## src/rtl/reg_file_sb_if.sv

```systemverilog
// rtl/reg_file_sb_if.sv - register file read/write/issue bus with master/slave views
interface reg_file_sb_if #(
  parameter int XLEN = 32,
  parameter int NREG = 32,
  parameter int NRD  = 2
);
  localparam int AW = $clog2(NREG);

  logic [NRD*AW-1:0]   raddr;
  logic [NRD*XLEN-1:0] rdata;
  logic [NRD-1:0]      rbusy;
  logic                we0;
  logic [AW-1:0]       waddr0;
  logic [XLEN-1:0]     wdata0;
  logic                we1;
  logic [AW-1:0]       waddr1;
  logic [XLEN-1:0]     wdata1;
  logic                issue_en;
  logic [AW-1:0]       issue_addr;
  logic                flush;
  logic [AW:0]         busy_cnt;

  modport master (
    output raddr, we0, waddr0, wdata0, we1, waddr1, wdata1, issue_en, issue_addr, flush,
    input  rdata, rbusy, busy_cnt
  );

  modport slave (
    input  raddr, we0, waddr0, wdata0, we1, waddr1, wdata1, issue_en, issue_addr, flush,
    output rdata, rbusy, busy_cnt
  );
endinterface

```

## src/rtl/reg_file_sb.sv

```systemverilog
// rtl/reg_file_sb.sv - integer register file with dual writeback, bypass and busy scoreboard
module reg_file_sb #(
  parameter int XLEN     = 32,
  parameter int NREG     = 32,
  parameter int AW       = $clog2(NREG),
  parameter int NRD      = 2,
  parameter int ZERO_REG = 1,
  parameter int BYPASS   = 1
) (
  input  logic         clk,
  input  logic         rst,
  reg_file_sb_if.slave bus
);
  localparam logic [AW-1:0] R0 = '0;

  logic [XLEN-1:0]     mem [NREG];
  logic [NREG-1:0]     busy;
  logic [NREG-1:0]     busy_nxt;
  logic [NREG-1:0]     clr;
  logic [AW:0]         cnt_nxt;
  logic [AW:0]         cnt_q;
  logic [AW-1:0]       ra [NRD];
  logic [NRD*XLEN-1:0] rd;
  logic [NRD-1:0]      rb;
  logic                wr0_ok;
  logic                wr1_ok;

  // r0 swallows writes when it is hardwired to zero
  assign wr0_ok = bus.we0 && !(ZERO_REG != 0 && bus.waddr0 == R0);
  assign wr1_ok = bus.we1 && !(ZERO_REG != 0 && bus.waddr1 == R0);

  // storage update; WB1 is applied last so it wins an address collision
  always_ff @(posedge clk or posedge rst) begin
    if (rst) begin
      for (int i = 0; i < NREG; i++) mem[i] <= '0;
    end else begin
      if (wr0_ok) mem[bus.waddr0] <= bus.wdata0;
      if (wr1_ok) mem[bus.waddr1] <= bus.wdata1;
    end
  end

  // registers being written back this cycle lose their busy mark
  always_comb begin
    clr = '0;
    for (int i = 0; i < NREG; i++)
      clr[i] = (bus.we0 && bus.waddr0 == AW'(i)) || (bus.we1 && bus.waddr1 == AW'(i));
  end

  // next busy vector: flush beats issue, issue (new producer) beats writeback clear
  always_comb begin
    busy_nxt = busy;
    if (bus.flush) begin
      busy_nxt = '0;
    end else begin
      for (int i = 0; i < NREG; i++) begin
        if (bus.issue_en && bus.issue_addr == AW'(i) && !(ZERO_REG != 0 && i == 0))
          busy_nxt[i] = 1'b1;
        else if (clr[i])
          busy_nxt[i] = 1'b0;
      end
    end
  end

  // population count of the next busy vector
  always_comb begin
    cnt_nxt = '0;
    for (int i = 0; i < NREG; i++) cnt_nxt = cnt_nxt + {{AW{1'b0}}, busy_nxt[i]};
  end

  // scoreboard state and registered busy count
  always_ff @(posedge clk or posedge rst) begin
    if (rst) begin
      busy  <= '0;
      cnt_q <= '0;
    end else begin
      busy  <= busy_nxt;
      cnt_q <= cnt_nxt;
    end
  end

  // split the packed read address bus into per-port addresses
  always_comb begin
    for (int k = 0; k < NRD; k++) ra[k] = bus.raddr[k*AW +: AW];
  end

  // combinational read ports with optional same-cycle forwarding; forced to 0 in reset
  always_comb begin
    rd = '0;
    rb = '0;
    for (int k = 0; k < NRD; k++) begin
      if (!rst && !(ZERO_REG != 0 && ra[k] == R0)) begin
        if (BYPASS != 0 && bus.we1 && bus.waddr1 == ra[k])
          rd[k*XLEN +: XLEN] = bus.wdata1;
        else if (BYPASS != 0 && bus.we0 && bus.waddr0 == ra[k])
          rd[k*XLEN +: XLEN] = bus.wdata0;
        else
          rd[k*XLEN +: XLEN] = mem[ra[k]];
        rb[k] = busy[ra[k]] & ~clr[ra[k]];
      end
    end
  end

  assign bus.rdata    = rd;
  assign bus.rbusy    = rb;
  assign bus.busy_cnt = cnt_q;
endmodule

```

## src/flat_wrapper.sv

```systemverilog
// flat-port wrapper written by rule: the top's interface ports become plain ports
module reg_file_sb_flat 
#(
  parameter int XLEN     = 32,
  parameter int NREG     = 32,
  parameter int AW       = $clog2(NREG),
  parameter int NRD      = 2,
  parameter int ZERO_REG = 1,
  parameter int BYPASS   = 1
)
  (clk, rst, bus_raddr, bus_we0, bus_waddr0, bus_wdata0, bus_we1, bus_waddr1, bus_wdata1, bus_issue_en, bus_issue_addr, bus_flush, bus_rdata, bus_rbusy, bus_busy_cnt);
  reg_file_sb_if #(.XLEN(XLEN), .NREG(NREG), .NRD(NRD)) bus_i ();
  input  logic clk;
  input  logic rst;
  input wire logic [$bits(bus_i.raddr)-1:0] bus_raddr;
  input wire logic [$bits(bus_i.we0)-1:0] bus_we0;
  input wire logic [$bits(bus_i.waddr0)-1:0] bus_waddr0;
  input wire logic [$bits(bus_i.wdata0)-1:0] bus_wdata0;
  input wire logic [$bits(bus_i.we1)-1:0] bus_we1;
  input wire logic [$bits(bus_i.waddr1)-1:0] bus_waddr1;
  input wire logic [$bits(bus_i.wdata1)-1:0] bus_wdata1;
  input wire logic [$bits(bus_i.issue_en)-1:0] bus_issue_en;
  input wire logic [$bits(bus_i.issue_addr)-1:0] bus_issue_addr;
  input wire logic [$bits(bus_i.flush)-1:0] bus_flush;
  output wire logic [$bits(bus_i.rdata)-1:0] bus_rdata;
  output wire logic [$bits(bus_i.rbusy)-1:0] bus_rbusy;
  output wire logic [$bits(bus_i.busy_cnt)-1:0] bus_busy_cnt;
  assign bus_i.raddr = bus_raddr;
  assign bus_i.we0 = bus_we0;
  assign bus_i.waddr0 = bus_waddr0;
  assign bus_i.wdata0 = bus_wdata0;
  assign bus_i.we1 = bus_we1;
  assign bus_i.waddr1 = bus_waddr1;
  assign bus_i.wdata1 = bus_wdata1;
  assign bus_i.issue_en = bus_issue_en;
  assign bus_i.issue_addr = bus_issue_addr;
  assign bus_i.flush = bus_flush;
  assign bus_rdata = bus_i.rdata;
  assign bus_rbusy = bus_i.rbusy;
  assign bus_busy_cnt = bus_i.busy_cnt;
  reg_file_sb #(.XLEN(XLEN), .NREG(NREG), .AW(AW), .NRD(NRD), .ZERO_REG(ZERO_REG), .BYPASS(BYPASS)) u_core (.clk(clk), .rst(rst), .bus(bus_i));
endmodule
```

## config.mk

```make
export PLATFORM = sky130hd
export DESIGN_NAME = reg_file_sb_flat
export DESIGN_NICKNAME = d
export VERILOG_FILES = /design/src/rtl/reg_file_sb_if.sv /design/src/rtl/reg_file_sb.sv /design/src/flat_wrapper.sv
export SDC_FILE = /design/constraint.sdc
export NUM_CORES = 2
export LEC_CHECK = 0
export CAP_MARGIN = 20
export CORE_MARGIN = 2
export CORE_UTILIZATION = 35
export CTS_CLUSTER_DIAMETER = 200
export DETAILED_ROUTE_END_ITERATION = 8
export GPL_ROUTABILITY_DRIVEN = 0
export PLACE_DENSITY = 0.46
export SLEW_MARGIN = 40
export SYNTH_ARGS = -nofsm -noshare
export SYNTH_HDL_FRONTEND = slang
export SYNTH_SLANG_ARGS = --single-unit
```

## constraint.sdc

```tcl
create_clock -name clk -period 80.9 [get_ports clk]
set_clock_uncertainty 0.15 [all_clocks]
set_input_delay 16.18 -clock clk [delete_from_list [all_inputs] [get_ports clk]]
set_output_delay 16.18 -clock clk [all_outputs]
set_load 0.05 [all_outputs]
```

==> impl_metrics.json <==
{
  "status": "finished clean",
  "ios": 167,
  "yosysWarnings": 0,
  "synthFlopType": "dfrtp_1",
  "whs_ps": 247,
  "ys_async_sr_fraction_pct": 100,
  "clkLatencyLatePin_ps": 830,
  "crit_path_cell_trace": "buf_8 -> buf_4 -> buf_4 -> buf_4 -> mux4_2 -> a22oi_1 -> a21oi_1 -> a211oi_1 -> o31ai_1 -> clkdlybuf4s50_1",
  "grt_pass1_vias": 55392,
  "startpoint_type": "input pin",
  "tightest_slew_ps": 948,
  "wl_um": 328000,
  "grt_pass1_wl_um": 457000,
  "clock.fmax_mhz": 26.6,
  "rows": 161,
  "layout_common_cells": "dfrtp_1, mux2i_1, nor2_1",
  "total_power_uw": 1900,
  "die_x_um": 444,
  "nNetsFinal": 6595,
  "maxSlewViolCount": 0,
  "path_class": "input pin to output pin",
  "end_kind": "output pin",
  "setup_viol": 0,
  "cts.clk_slew.worst_paths_ps": 60,
  "antenna_found_initial": 28,
  "post_cts_resized": 0,
  "clock_sinks": 1062,
  "overflow": 0,
  "drtPass1Iterations": 8,
  "ys_ff_latch": 1062,
  "placedCellCount": 8851,
  "cts_tree": "yes",
  "multi_input_area_um2": 38400,
  "cts_made_buffers": 137,
  "postRouteAntennaNets": 0,
  "htree_levels": 4,
  "start_util_pct": 35.2,
  "drt-initial-drc-count": 7751,
  "syn_inst": 6802,
  "synth.distinct_cells": 65,
  "hold_path_class": "register to register",
  "synthesis.nets": 6929,
  "cts_hold_buf": 0,
  "layout.cells.non_filler": 9117,
  "layout_min_cycle_time_ps": 37570,
  "cts_setup_buffers": 0,
  "mostFrequentLayoutCell": "dfrtp_1",
  "finalCritPeriodShare_pct": 46.4,
  "vias": 58639,
  "max_stage_delay_ps": 920,
  "final_util_pct": 39.8,
  "clock_path_buffers": 3,
  "grt_use_total_pct": 32.6,
  "grt_max_degree": 113,
  "die_area_um2": 197000,
  "relSlewSlack_pct": 36.8,
  "synth_edf_count": 0,
  "avgSynthCellArea_um2": 9.97,
  "crit_path_frequent_cell": "buf_4",
  "critical_path.slowest_cell": "clkdlybuf4s50_1",
  "dp_hpwl_um": 192000,
  "hold_viol": 0,
  "cap_viol_max_count": 0,
  "power_density_nw_per_um2": 24.7,
  "crit_required_ps": 64570,
  "fin_setup_tns_ps": 0,
  "chipHeight_um": 444,
  "regArea_um2": 26600,
  "wl_per_cell_um": 35.9,
  "vias_per_cell": 6.43,
  "nFillCells": 18696,
  "core_um2": 193000,
  "ys_seq_area_share_pct": 39.2,
  "crit_arrival_ps": 21240,
  "ir_worst_vdd_mv": 0.0248,
  "drive_above_1_share_pct": 15.0,
  "root_buffer": "clkbuf_16",
  "p_leak_uw": 0.0341,
  "rsz0062_at_grt": "false",
  "cp_max_fo": 44,
  "area_delta_synth_final_pct": 13.1,
  "drc": 0,
  "syn_area_um2": 67800,
  "io_buffers": 166
}
-- logic make-up (layout without fill, tap and decap cells) --
group                      after synthesis  count (layout)  share of synthesized area (%)
and+or+nand+nor                       1609            1609                           9.76
adders and majority gates               32              32                          0.856
DFF                                   1062            1062                           39.2
other                                    0              15                              0
AOI/OAI and AO/OA                     1692            1692                           15.5
buffers and inverters                  920             694                           5.41
xor gates and xnor gates                23              23                          0.297
muxes                                 1464            1464                           29.0
-- metrics by stage --
stage / setup WS [ps] / area (µm²)
floorplan: 19800 / 67800
global placement: 42990 / 71400
detailed placement: 43220 / 72000
CTS: 43210 / 76500
global route: 43080 / 76700
finish: 43330 / 76700
-- state kept, by name, indices dropped and copies added, names as in the netlist --
signal and count:
u_core.mem 1024, u_core.busy 32, u_core.bus.busy_cnt 6
-- layer usage --
layer | part of all wire (%) | GRT usage, % | routed length [µm] | vias to the layer above
li1 | - | - | - | 24381
met4 | 5.5 | 15.1 | 17900 | 24
met1 | 40 | 42.5 | 130000 | 29995
met2 | 45 | 50.9 | 148000 | 3398
met3 | 9.4 | 7.97 | 30900 | 841
met5 | 0.040 | 0 | 131 | -
-- final cells by class --
type	count	area share, %
clock buffer	205	5.20
clock inverter	42	0.744
inverter	50	0.255
antenna	15	0.0490
tap	2526	4.12
timing repair buffer	397	4.94
multi-input combinational	4820	50.0
sequential	1062	34.7
-- worst max-delay path, delay by kind of cell --
kind / cells / cell delay, ps
buffers and inverters: 5 / 3500
AOI/OAI and AO/OA: 4 / 1010
muxes: 1 / 360
-- Yosys cell counts, types with 33 or more instances --
cell type,instances,area share [%]
dfrtp_1,1062,39
nand2_1,471,2.6
o21ai_0,313,2.3
a221oi_1,102,1.3
nor2_1,924,5.1
o22ai_1,108,1.0
buf_2,113,0.83
or3_1,33,0.30
inv_1,48,0.27
a41oi_1,33,0.43
a32oi_1,71,0.92
a22oi_1,200,2.2
nand3_1,34,0.25
buf_1,104,0.58
o221ai_1,97,1.3
mux2i_1,1051,16
mux4_2,398,13
clkbuf_1,628,3.5
a21oi_1,671,5.0
-- power by group --
group	leakage, µW	internal, µW	switching (µW)
registers	0.0130	666	120
clock network	0.00223	371	267
logic	0.0189	238	235
-- final timing paths --
| check | from | end | slack (ps) | depth (start not counted) |
|---|---|---|---|---|
| worst max-delay path | bus_raddr[6] | bus_rdata[60] | 43330 | 10 |
| worst min-delay path | u_core.mem[998] | u_core.mem[998] | 250 | 0 |
| worst max register to register | u_core.busy[1] | u_core.bus.busy_cnt[4] | 75430 | 18 |
| worst min register to register | u_core.mem[998] | u_core.mem[998] | 250 | 0 |
| max in group asynchronous | rst | u_core.mem[450] | 61170 | 7 |
| min in group asynchronous | rst | u_core.mem[863] | 16100 | 2 |
Note: power is estimated with default switching activity, not from simulation.
